===== config.mk =====
export PLATFORM = sky130hd
export DESIGN_NAME = mem_access_unit_flat
export DESIGN_NICKNAME = d
export VERILOG_FILES = /design/src/rtl/mem_access_if.sv /design/src/rtl/mem_access_unit.sv /design/src/flat_wrapper.sv
export SDC_FILE = /design/constraint.sdc
export NUM_CORES = 1
export LEC_CHECK = 0
export ABC_CLOCK_PERIOD_IN_PS = 5700
export BUFFER_PORTS_ARGS = -buffer_cell sky130_fd_sc_hd__buf_2
export CORE_MARGIN = 2
export CORE_UTILIZATION = 35
export CTS_BUF_LIST = sky130_fd_sc_hd__clkbuf_16
export CTS_CLUSTER_SIZE = 10
export DETAILED_ROUTE_END_ITERATION = 10
export GPL_TIMING_DRIVEN = 0
export REMOVE_ABC_BUFFERS = 1
export SKIP_LAST_GASP = 1
export SLEW_MARGIN = 30
export SYNTH_ARGS = -nofsm -noshare
export SYNTH_HDL_FRONTEND = slang
export SYNTH_SLANG_ARGS = --single-unit

===== constraint.sdc =====
create_clock -name clk -period 5.7 [get_ports clk]
set_clock_uncertainty 0.1 [all_clocks]
set_input_delay 0.57 -clock clk [delete_from_list [all_inputs] [get_ports clk]]
set_output_delay 0.57 -clock clk [all_outputs]
set_load 0.1 [all_outputs]

===== src/rtl/mem_access_if.sv =====
// Bundles the request/response handshake and the data-memory port of mem_access_unit.
// slave = the access unit itself, master = the MEM stage plus memory side driving it.
interface mem_access_if #(
  parameter int ADDR_W = 8,
  parameter int DATA_W = 32
);
  logic              req_valid;
  logic              req_ready;
  logic              req_write;
  logic [1:0]        req_size;
  logic              req_signed;
  logic [ADDR_W-1:0] req_addr;
  logic [DATA_W-1:0] req_wdata;
  logic              resp_valid;
  logic [DATA_W-1:0] resp_rdata;
  logic              resp_err;
  logic              mem_read;
  logic              mem_write;
  logic [1:0]        mem_size;
  logic              mem_signed;
  logic [ADDR_W-1:0] mem_addr;
  logic [DATA_W-1:0] mem_wdata;
  logic [DATA_W-1:0] mem_rdata;

  modport master (
    output req_valid, req_write, req_size, req_signed, req_addr, req_wdata, mem_rdata,
    input  req_ready, resp_valid, resp_rdata, resp_err,
    input  mem_read, mem_write, mem_size, mem_signed, mem_addr, mem_wdata
  );

  modport slave (
    input  req_valid, req_write, req_size, req_signed, req_addr, req_wdata, mem_rdata,
    output req_ready, resp_valid, resp_rdata, resp_err,
    output mem_read, mem_write, mem_size, mem_signed, mem_addr, mem_wdata
  );
endinterface


===== src/rtl/mem_access_unit.sv =====
// Load/store sequencer: splits misaligned half/word accesses into little-endian byte beats.
// Define MISALIGN_TRAP_EN to trap misaligned requests (resp_err) instead of splitting them.
module mem_access_unit #(
  parameter int ADDR_W = 8,
  parameter int DATA_W = 32
) (
  input logic          clk,
  input logic          rst,
  mem_access_if.slave  bus
);

  typedef enum logic [1:0] {IDLE, ACCESS, SPLIT} state_t;

  state_t            state, state_next;
  logic [1:0]        beat, last_beat, next_beat;
  logic              op_write, op_signed, err_pending;
  logic [1:0]        op_size;
  logic [ADDR_W-1:0] op_addr;
  logic [DATA_W-1:0] op_wdata, load_buf, lanes;
  logic              mem_read, mem_write;
  logic [1:0]        mem_size;
  logic [ADDR_W-1:0] mem_addr;
  logic [DATA_W-1:0] mem_wdata;
  logic              resp_valid, resp_err;
  logic [DATA_W-1:0] resp_rdata;
  logic              accept, misaligned;

  function automatic logic [DATA_W-1:0] extend_load(input logic [DATA_W-1:0] raw,
                                                     input logic [1:0] size, input logic sgn);
    logic [DATA_W-1:0] r;
    case (size)
      2'b00:   r = raw;
      2'b01:   r = {{(DATA_W-16){sgn & raw[15]}}, raw[15:0]};
      default: r = {{(DATA_W-8){sgn & raw[7]}}, raw[7:0]};
    endcase
    return r;
  endfunction

  assign accept     = bus.req_valid && (state == IDLE);
  assign misaligned = ((bus.req_size == 2'b00) && (bus.req_addr[1:0] != 2'b00)) ||
                      ((bus.req_size == 2'b01) && bus.req_addr[0]);
  assign next_beat  = beat + 2'd1;

  always_ff @(posedge clk or posedge rst) begin
    if (rst) state <= IDLE;
    else     state <= state_next;
  end

  always_comb begin
    state_next = state;
    case (state)
      IDLE: begin
        if (accept) begin
`ifdef MISALIGN_TRAP_EN
          state_next = ACCESS;
`else
          state_next = misaligned ? SPLIT : ACCESS;
`endif
        end
      end
      ACCESS:  state_next = IDLE;
      SPLIT:   if (beat == last_beat) state_next = IDLE;
      default: state_next = IDLE;
    endcase
  end

  // The beat being read this cycle lands in its byte lane; earlier lanes come from load_buf.
  always_comb begin
    lanes = load_buf;
    lanes[8*beat +: 8] = bus.mem_rdata[7:0];
  end

  always_ff @(posedge clk or posedge rst) begin
    if (rst) begin
      beat <= '0; last_beat <= '0;
      op_write <= 1'b0; op_signed <= 1'b0; op_size <= '0; op_addr <= '0; op_wdata <= '0;
      load_buf <= '0; err_pending <= 1'b0;
      mem_read <= 1'b0; mem_write <= 1'b0; mem_size <= '0; mem_addr <= '0; mem_wdata <= '0;
      resp_valid <= 1'b0; resp_err <= 1'b0; resp_rdata <= '0;
    end else begin
      resp_valid <= 1'b0;
      resp_err   <= 1'b0;
      case (state)
        IDLE: begin
          if (accept) begin
            op_write  <= bus.req_write;
            op_signed <= bus.req_signed;
            op_size   <= bus.req_size;
            op_addr   <= bus.req_addr;
            op_wdata  <= bus.req_wdata;
            beat      <= '0;
            load_buf  <= '0;
            if (misaligned) begin
`ifdef MISALIGN_TRAP_EN
              err_pending <= 1'b1;
`else
              mem_read  <= ~bus.req_write;
              mem_write <= bus.req_write;
              mem_size  <= 2'b10;
              mem_addr  <= bus.req_addr;
              mem_wdata <= {{(DATA_W-8){1'b0}}, bus.req_wdata[7:0]};
              last_beat <= (bus.req_size == 2'b00) ? 2'd3 : 2'd1;
`endif
            end else begin
              mem_read  <= ~bus.req_write;
              mem_write <= bus.req_write;
              mem_size  <= (bus.req_size == 2'b11) ? 2'b10 : bus.req_size;
              mem_addr  <= bus.req_addr;
              mem_wdata <= bus.req_wdata;
            end
          end
        end
        ACCESS: begin
          mem_read <= 1'b0; mem_write <= 1'b0; mem_size <= '0; mem_addr <= '0; mem_wdata <= '0;
          resp_valid  <= 1'b1;
          resp_err    <= err_pending;
          resp_rdata  <= (op_write || err_pending) ? '0 : extend_load(bus.mem_rdata, op_size, op_signed);
          err_pending <= 1'b0;
        end
        SPLIT: begin
          load_buf <= lanes;
          if (beat == last_beat) begin
            mem_read <= 1'b0; mem_write <= 1'b0; mem_size <= '0; mem_addr <= '0; mem_wdata <= '0;
            resp_valid <= 1'b1;
            resp_rdata <= op_write ? '0 : extend_load(lanes, op_size, op_signed);
          end else begin
            beat      <= next_beat;
            mem_addr  <= op_addr + ADDR_W'(next_beat);
            mem_wdata <= {{(DATA_W-8){1'b0}}, op_wdata[8*next_beat +: 8]};
          end
        end
        default: ;
      endcase
    end
  end

  assign bus.req_ready  = (state == IDLE);
  assign bus.resp_valid = resp_valid;
  assign bus.resp_rdata = resp_rdata;
  assign bus.resp_err   = resp_err;
  assign bus.mem_read   = mem_read;
  assign bus.mem_write  = mem_write;
  assign bus.mem_size   = mem_size;
  assign bus.mem_signed = 1'b0;
  assign bus.mem_addr   = mem_addr;
  assign bus.mem_wdata  = mem_wdata;

endmodule


===== src/flat_wrapper.sv =====
// flat-port wrapper written by rule: the top's interface ports become plain ports
module mem_access_unit_flat 
#(
  parameter int ADDR_W = 8,
  parameter int DATA_W = 32
)
  (clk, rst, bus_req_valid, bus_req_write, bus_req_size, bus_req_signed, bus_req_addr, bus_req_wdata, bus_mem_rdata, bus_req_ready, bus_resp_valid, bus_resp_rdata, bus_resp_err, bus_mem_read, bus_mem_write, bus_mem_size, bus_mem_signed, bus_mem_addr, bus_mem_wdata);
  mem_access_if #(.ADDR_W(ADDR_W), .DATA_W(DATA_W)) bus_i ();
  input logic clk;
  input logic rst;
  input wire logic [$bits(bus_i.req_valid)-1:0] bus_req_valid;
  input wire logic [$bits(bus_i.req_write)-1:0] bus_req_write;
  input wire logic [$bits(bus_i.req_size)-1:0] bus_req_size;
  input wire logic [$bits(bus_i.req_signed)-1:0] bus_req_signed;
  input wire logic [$bits(bus_i.req_addr)-1:0] bus_req_addr;
  input wire logic [$bits(bus_i.req_wdata)-1:0] bus_req_wdata;
  input wire logic [$bits(bus_i.mem_rdata)-1:0] bus_mem_rdata;
  output wire logic [$bits(bus_i.req_ready)-1:0] bus_req_ready;
  output wire logic [$bits(bus_i.resp_valid)-1:0] bus_resp_valid;
  output wire logic [$bits(bus_i.resp_rdata)-1:0] bus_resp_rdata;
  output wire logic [$bits(bus_i.resp_err)-1:0] bus_resp_err;
  output wire logic [$bits(bus_i.mem_read)-1:0] bus_mem_read;
  output wire logic [$bits(bus_i.mem_write)-1:0] bus_mem_write;
  output wire logic [$bits(bus_i.mem_size)-1:0] bus_mem_size;
  output wire logic [$bits(bus_i.mem_signed)-1:0] bus_mem_signed;
  output wire logic [$bits(bus_i.mem_addr)-1:0] bus_mem_addr;
  output wire logic [$bits(bus_i.mem_wdata)-1:0] bus_mem_wdata;
  assign bus_i.req_valid = bus_req_valid;
  assign bus_i.req_write = bus_req_write;
  assign bus_i.req_size = bus_req_size;
  assign bus_i.req_signed = bus_req_signed;
  assign bus_i.req_addr = bus_req_addr;
  assign bus_i.req_wdata = bus_req_wdata;
  assign bus_i.mem_rdata = bus_mem_rdata;
  assign bus_req_ready = bus_i.req_ready;
  assign bus_resp_valid = bus_i.resp_valid;
  assign bus_resp_rdata = bus_i.resp_rdata;
  assign bus_resp_err = bus_i.resp_err;
  assign bus_mem_read = bus_i.mem_read;
  assign bus_mem_write = bus_i.mem_write;
  assign bus_mem_size = bus_i.mem_size;
  assign bus_mem_signed = bus_i.mem_signed;
  assign bus_mem_addr = bus_i.mem_addr;
  assign bus_mem_wdata = bus_i.mem_wdata;
  mem_access_unit #(.ADDR_W(ADDR_W), .DATA_W(DATA_W)) u_core (.clk(clk), .rst(rst), .bus(bus_i));
endmodule

==> reports/metrics.cfg, run 1 <==
[pwr]
powerDensity_nw_per_um2=682.4
peakVddDrop_mv=0.4424
total_leakage_power_nw=4.367
p_total_mw=6.456

[run]
cap_violations=0

[clock_network]
root_buffer=clkbuf_16
cts_tree=done
post_cts_resized=0
numCtsBuffers=17
worst_skew_pair.late_latency_ns=0.42
clk_pin_slew_worst_paths_ns=0.07
htree_levels=4
cts_sinks=159
cts_setup_buffers=0
hold_buffers=0
clk_path_buf_depth=2

[worst_setup_path]
cp.arrival_ns=3.70
critPathMaxStageDelay_ns=0.87
crit_required_ns=5.93
cp_top_family=simple AND/OR/NAND/NOR gates
cpMaxStageDelayCell=nor4bb_2
worst_setup_path_end_kind=register
start_kind=register
path_cells=inv_1, ha_2, nor4bb_2, and2_0, a21oi_1, o21ai_0
critPathKind=register to register
cp_num_buf_inv=1
crit_fanout=21

[floorplanning]
num_io_pins=159
row_count=54
initial_core_util_pct=35.74
die_h_um=153.3
core_sq_um=21820
die_w_um=153.3
die_area_sq_um=23490

[synthesis]
synthCells=716
synth_top_area_cell=dfrtp_1
syn_area_sq_um=7799
synth_edf_count=0
ys.warnings.count=0
synthDominantCellAreaShare_pct=51.02
synth_ff_type=dfrtp_1
synthTopCellsByArea=dfrtp_1 51%, mux2_2 6.4%, a22o_1 4.6%
yosys_register_bits=159
synth_cell_type_count=60
avgSynthCellArea_sq_um=10.89
yosysMostFrequentCell=dfrtp_1
yosysSeqAreaShare_pct=51.02
synth_common_cells=159 x dfrtp_1, 78 x nand2_1, 65 x o21ai_0, 44 x mux2_2, 41 x a22o_1
async_flop_share_pct=100.0

[timing]
fmax_mhz=288.6
finalCriticalPeriod_ns=3.465
slew_headroom_pct=34.83
rsz0062_at_grt=false
post-route-period-util_pct=60.79
slew_viol_final=0
setup_viol=0
hold_violations=0
worstMarginPinSlew_ns=0.9637

[placement]
numPortBuffers=156
hpwl_mm=14.23
place_inst=1102
place.gp.congestion=0.8283

[finish]
area_growth_pct=21.31
stdcell_count=1134
drive_gt1_share_pct=31.85
fin_nets=932
diodes=0

[global_route]
antenna_found_initial=2
grt_usage_pct=17.91
grt_pass1_vias=6055
grt_pass1_wl_mm=33.72
overflow=0
grt_max_degree=90

[route]
drt_wl_total_mm=20.81
wl_per_cell_um=18.35
drcViolationCount=0
viasPerCell=5.299
vias=6009
drt_first_pass_iters=4
drtIter0Drc=341
antenna_left=0

[min_path]
hold_path_class=input port to asynchronous set/reset pin

[run_status]
outcome=finished clean

==> cells in the final DEF, fill, tap and decap left out, drive strengths merged, types with 6 or more instances in the layout <==
master | netlist | layout
a211oi | 13 | 13
a21oi | 18 | 18
a221oi | 9 | 9
a22o | 41 | 41
a22oi | 9 | 9
a31oi | 19 | 19
a32o | 9 | 9
buf | 11 | 162
clkbuf | 46 | 17
dfrtp | 159 | 159
ha | 11 | 11
inv | 40 | 48
mux2 | 44 | 44
mux4 | 8 | 8
nand2 | 78 | 78
nand2b | 6 | 6
nor2 | 11 | 11
nor2b | 28 | 28
o21ai | 68 | 68
o221ai | 16 | 16
o31ai | 11 | 11
==> worst register-to-register path, cell delays in order, from the launching register on <==
cell and delay, ns:
dfrtp_2 0.71, inv_1 0.27, ha_2 0.75, nor4bb_2 0.88, and2_0 0.41, a21oi_1 0.11, o21ai_0 0.15
==> area by class of cell <==
cell class | count | area, sq um
Clock buffer | 17 | 425.4
Tap cell | 280 | 350.3
Multi-Input combinational cell | 461 | 3478
Sequential cell | 159 | 3980
Inverter | 40 | 157.7
Timing Repair Buffer | 162 | 897.1
Clock inverter | 15 | 171.4
Fill cell | 2118 | 12360
==> registers in the layout, indices dropped and copies added, names as in the netlist <==
signal,cells
u_core.bus.mem_addr,8
u_core.bus.mem_wdata,32
u_core.bus.mem_read,1
u_core.op_write,1
u_core.op_signed,1
u_core.bus.mem_write,1
u_core.state,2
u_core.bus.resp_valid,1
u_core.op_wdata,32
u_core.load_buf,32
u_core.beat,2
u_core.bus.mem_size,2
u_core.last_beat,2
u_core.bus.resp_rdata,32
u_core.op_size,2
u_core.op_addr,8
==> layer usage <==
| metal | vias to the layer above | part of all wire, % | GRT usage, % |
|---|---|---|---|
| met5 | - | 0.062 | 0 |
| met4 | 2 | 1.2 | 4.762 |
| met3 | 22 | 6.7 | 5.302 |
| met2 | 167 | 46 | 28.32 |
| met1 | 2950 | 46 | 24.12 |
| li1 | 2868 | - | - |
==> worst paths after layout <==
check,from,end,slack [ns],cells past startpoint
min in group clk,bus_req_write,u_core.bus.mem_read,0.26,2
max reg2reg,u_core.beat[0],u_core.load_buf[20],2.23,6
min reg2reg,u_core.bus.resp_rdata[5],u_core.bus.resp_rdata[5],0.37,2
max in group asynchronous,rst,u_core.bus.mem_wdata[13],4.59,3
max,u_core.beat[0],u_core.load_buf[20],2.23,6
min,rst,u_core.bus.resp_rdata[7],0.09,2
==> power breakdown <==
part / total, mW / leakage (nW) / internal, mW / switching (mW)
Clock: 1.17 / 0.291 / 0.661 / 0.513
Combinational: 3.48 / 2.04 / 0.907 / 2.57
Sequential: 1.80 / 2.03 / 1.51 / 0.288
==> metrics by stage <==
step | util (%) | setup TNS (ns) | worst slack (ns) | cell area [sq um] | hold slack, ns
after global placement | 39.70 | -213.18 | -1.353 | 8665 | 0.3548
after floorplan | - | 0 | 0.7384 | 7533 | 0.3422
after global routing | 43.35 | 0 | 1.923 | 9460 | 0.1426
final | 43.35 | 0 | 2.235 | 9460 | 0.09367
after CTS | 43.33 | 0 | 1.468 | 9457 | 0.1207
after detailed placement | 40.60 | 0 | 1.467 | 8860 | 0.3637
==> cell families (layout without fill, tap and decap cells) <==
| logic type | Yosys count | in the layout | synth area share (%) |
|---|---|---|---|
| flops | 159 | 159 | 51.02 |
| fa+ha+maj | 12 | 12 | 2.021 |
| simple gates | 153 | 153 | 9.995 |
| mux | 52 | 52 | 8.760 |
| buf+inv | 97 | 234 | 5.374 |
| compound gates | 237 | 237 | 22.12 |
| other cells | 1 | 2 | 0.04808 |
| xor+xnor | 5 | 5 | 0.6578 |
(Power assumes the default switching activity.)
==> run 2: changes to the inputs <==
--- a/config.mk
+++ b/config.mk
@@ -5,7 +5,7 @@
 export SDC_FILE = /design/constraint.sdc
 export NUM_CORES = 1
 export LEC_CHECK = 0
-export ABC_CLOCK_PERIOD_IN_PS = 5700
+export ABC_CLOCK_PERIOD_IN_PS = 3400
 export BUFFER_PORTS_ARGS = -buffer_cell sky130_fd_sc_hd__buf_2
 export CORE_MARGIN = 2
 export CORE_UTILIZATION = 35
==> constraint.sdc (replaced) <==
create_clock -name clk -period 3.4 [get_ports clk]
set_clock_uncertainty 0.1 [all_clocks]
set_input_delay 0.34 -clock clk [delete_from_list [all_inputs] [get_ports clk]]
set_output_delay 0.34 -clock clk [all_outputs]
set_load 0.1 [all_outputs]
==> run 2 against run 1 <==
  * Worst hold slack lost 0.057 ns
  * Register-to-register slack worse by 1.9 ns
  * Sequential power grew 68%
  * Critical path type unchanged
  * Critical endpoint is now u_core.bus.resp_rdata[27]
  * Largest power group unchanged
==> reports/metrics.cfg, run 2 (synthesis results as in run 1) <==
[placement]
place.gp.congestion=0.8283  ; unchanged
numPortBuffers=156  ; unchanged
placed_area_sq_um=8860  ; unchanged
hpwl_mm=14.23  ; unchanged
place_inst=1102  ; unchanged

[worst_setup_path]
r2r_start=u_core.beat[0]  ; unchanged
cp_top_family=simple AND/OR/NAND/NOR gates  ; unchanged
worst-r2r-setup-slack_ns=0.29  ; was 2.23 ns
worst_setup_path_end_kind=register  ; unchanged
cpMaxStageDelayCell=or3b_2  ; was nor4bb_2
r2r_end=u_core.bus.resp_rdata[27]  ; was u_core.load_buf[20]
rr_worst_depth=6  ; unchanged
critPathKind=register to register  ; unchanged
crit_required_ns=3.63  ; was 5.93 ns
path_cells=inv_1, ha_4, nand4bb_4, o221a_4, or3b_2, o221ai_1  ; was inv_1, ha_2, nor4bb_2, and2_0, a21oi_1, o21ai_0
crit_fanout=21  ; unchanged
start_kind=register  ; unchanged
cp_num_buf_inv=1  ; unchanged
cp.arrival_ns=3.34  ; was 3.70 ns
critPathMaxStageDelay_ns=0.72  ; was 0.87 ns

[route]
antenna_left=0  ; unchanged
drt_wl_total_mm=20.87  ; was 20.81 mm
viasPerCell=5.339  ; was 5.299
drtIter0Drc=335  ; was 341
drcViolationCount=0  ; unchanged
drt_first_pass_iters=5  ; was 4
vias=6060  ; was 6009
wl_per_cell_um=18.39  ; was 18.35 um

[timing]
worstMarginPinSlew_ns=0.8494  ; was 0.9637 ns
slew_viol_final=0  ; unchanged
setup_tns_ns=0  ; unchanged
slew_headroom_pct=42.56  ; was 34.83%
rsz0062_at_grt=false  ; unchanged
setup_viol=0  ; unchanged
finalCriticalPeriod_ns=3.108  ; was 3.465 ns
hold_violations=0  ; unchanged
fmax_mhz=321.8  ; was 288.6 MHz
post-route-period-util_pct=91.40  ; was 60.79%

[run]
cap_violations=0  ; unchanged

[global_route]
grt_max_degree=90  ; unchanged
overflow=0  ; unchanged
grt_usage_pct=17.91  ; unchanged
antenna_found_initial=2  ; unchanged
grt_pass1_wl_mm=33.73  ; was 33.72 mm
grt_pass1_vias=6069  ; was 6055

[pwr]
power.share.sequential_pct=27.9  ; about the same
power.internal_mw=5.186  ; was 3.082 mW
total_leakage_power_nw=4.375  ; was 4.367 nW
switching_share_pct=52.22  ; was 52.27%
switching_power_mw=5.667  ; was 3.374 mW
peakVddDrop_mv=0.7416  ; was 0.4424 mV
powerDensity_nw_per_um2=1144  ; was 682.4 nW/um^2
p_clk_share_pct=18.2  ; about the same
p_comb_share_pct=54.0  ; was 53.9%

[min_path]
min-delay-start=bus_req_write
min_to=u_core.bus.mem_read
min_path_cells=2
hold_path_class=input port to register  ; was input port to asynchronous set/reset pin

[finish]
drive_gt1_share_pct=31.93  ; was 31.85%
area_growth_pct=21.71  ; was 21.31%
diodes=0  ; unchanged
stdcell_count=1135  ; was 1134
fin_nets=933  ; was 932
stdcell_area_sq_um=9492  ; was 9460 sq um
final_util_pct=43.49  ; was 43.35%
final_common_cell=dfrtp_1  ; unchanged
nFillCells=2114  ; was 2118
final_cell_mix=158 x dfrtp_1, 156 x buf_2, 77 x nand2_1, 65 x o21ai_0, 44 x mux2_2  ; unchanged

[floorplanning]
num_io_pins=159  ; unchanged
die_h_um=153.3  ; unchanged
row_count=54  ; unchanged
die_w_um=153.3  ; unchanged
core_sq_um=21820  ; unchanged
die_area_sq_um=23490  ; unchanged
initial_core_util_pct=35.74  ; unchanged

[clock_network]
numCtsBuffers=17  ; unchanged
clk_pin_slew_worst_paths_ns=0.07  ; about the same
worst_skew_pair.late_latency_ns=0.42  ; about the same
cts_tree=done  ; unchanged
cts_sinks=159  ; unchanged
cts_setup_buffers=0  ; unchanged
htree_levels=4  ; unchanged
root_buffer=clkbuf_16  ; unchanged
clk_path_buf_depth=2  ; unchanged

[run_status]
outcome=finished clean  ; unchanged

-- run 2: cell count changes in the layout (fill, tap and decap cells not counted) --
cell / previous run / this run
ha_4: 0 / 1
or3b_1: 1 / 0
dfrtp_4: 0 / 1
dlygate4sd3_1: 0 / 1
nor4bb_2: 2 / 1
nor4bb_4: 0 / 1
dfrtp_2: 1 / 0
or3b_2: 0 / 1
ha_2: 2 / 1
-- run 2: what timing repair did --
action,CTS,global route
hold buffers,1,0
endpoints found under the setup margin,76,23
endpoints found under the hold margin,70,0
gates resized for setup,3,3
-- run 2: worst register-to-register path: stages (launching register included) --
cell	delay (ns)
dfrtp_4	0.64
inv_1	0.25
ha_4	0.41
nand4bb_4	0.29
o221a_4	0.36
or3b_2	0.72
o221ai_1	0.25
-- run 2: power groups by stage --
stage          Clock, mW  Combinational, mW  Sequential, mW
5_1_grt             2.09               6.25            3.12
4_1_cts             2.01               5.89            3.02
6_report            1.97               5.86            3.02
3_5_place_dp           0               5.87            3.05
3_3_place_gp           0               5.67            3.03
2_1_floorplan          0               2.22            5.30
-- run 2: layout make-up --
cell class | count | area, sq um | share of cell area, %
flip-flops and latches | 159 | 3983 | 41.96
clock buffers | 17 | 425.4 | 4.482
multi-input cells | 461 | 3497 | 36.84
well taps | 280 | 350.3 | 3.691
clock inverters | 15 | 171.4 | 1.806
inverters | 40 | 157.7 | 1.661
repair buffers | 163 | 907.1 | 9.557
-- run 2: per-stage QoR --
step | hold slack [ns] | total power, mW | setup WS, ns
finish | 0.03691 | 10.85 | 0.2924
global route | 0.02678 | 11.45 | 0.05246
CTS | 0.01818 | 10.93 | 0.03170
detailed placement | 0.3485 | 8.922 | -0.8330
global placement | 0.3548 | 8.709 | -3.423
floorplan | 0.3366 | 7.524 | -1.332
-- run 2: how the worst max path moves through the flow --
stage                    start                        end  slack [ns]  cells past startpoint
3_5_place_dp    u_core.beat[0]  u_core.bus.resp_rdata[17]       -0.83                      6
6_report        u_core.beat[0]  u_core.bus.resp_rdata[27]        0.29                      6
3_3_place_gp               rst   u_core.bus.mem_wdata[11]       -3.42                      2
5_1_grt        u_core.state[0]     u_core.bus.mem_addr[4]        0.05                      6
4_1_cts         u_core.beat[0]  u_core.bus.resp_rdata[27]        0.03                      6
2_1_floorplan              rst             u_core.beat[0]       -1.33                      1
-- run 2: routing by layer --
| metal | routed length (um) | track usage, % |
|---|---|---|
| met1 | 9461 | 23.97 |
| met2 | 9742 | 28.49 |
| met3 | 1403 | 5.302 |
| met4 | 247 | 4.762 |
| met5 | 13 | 0 |
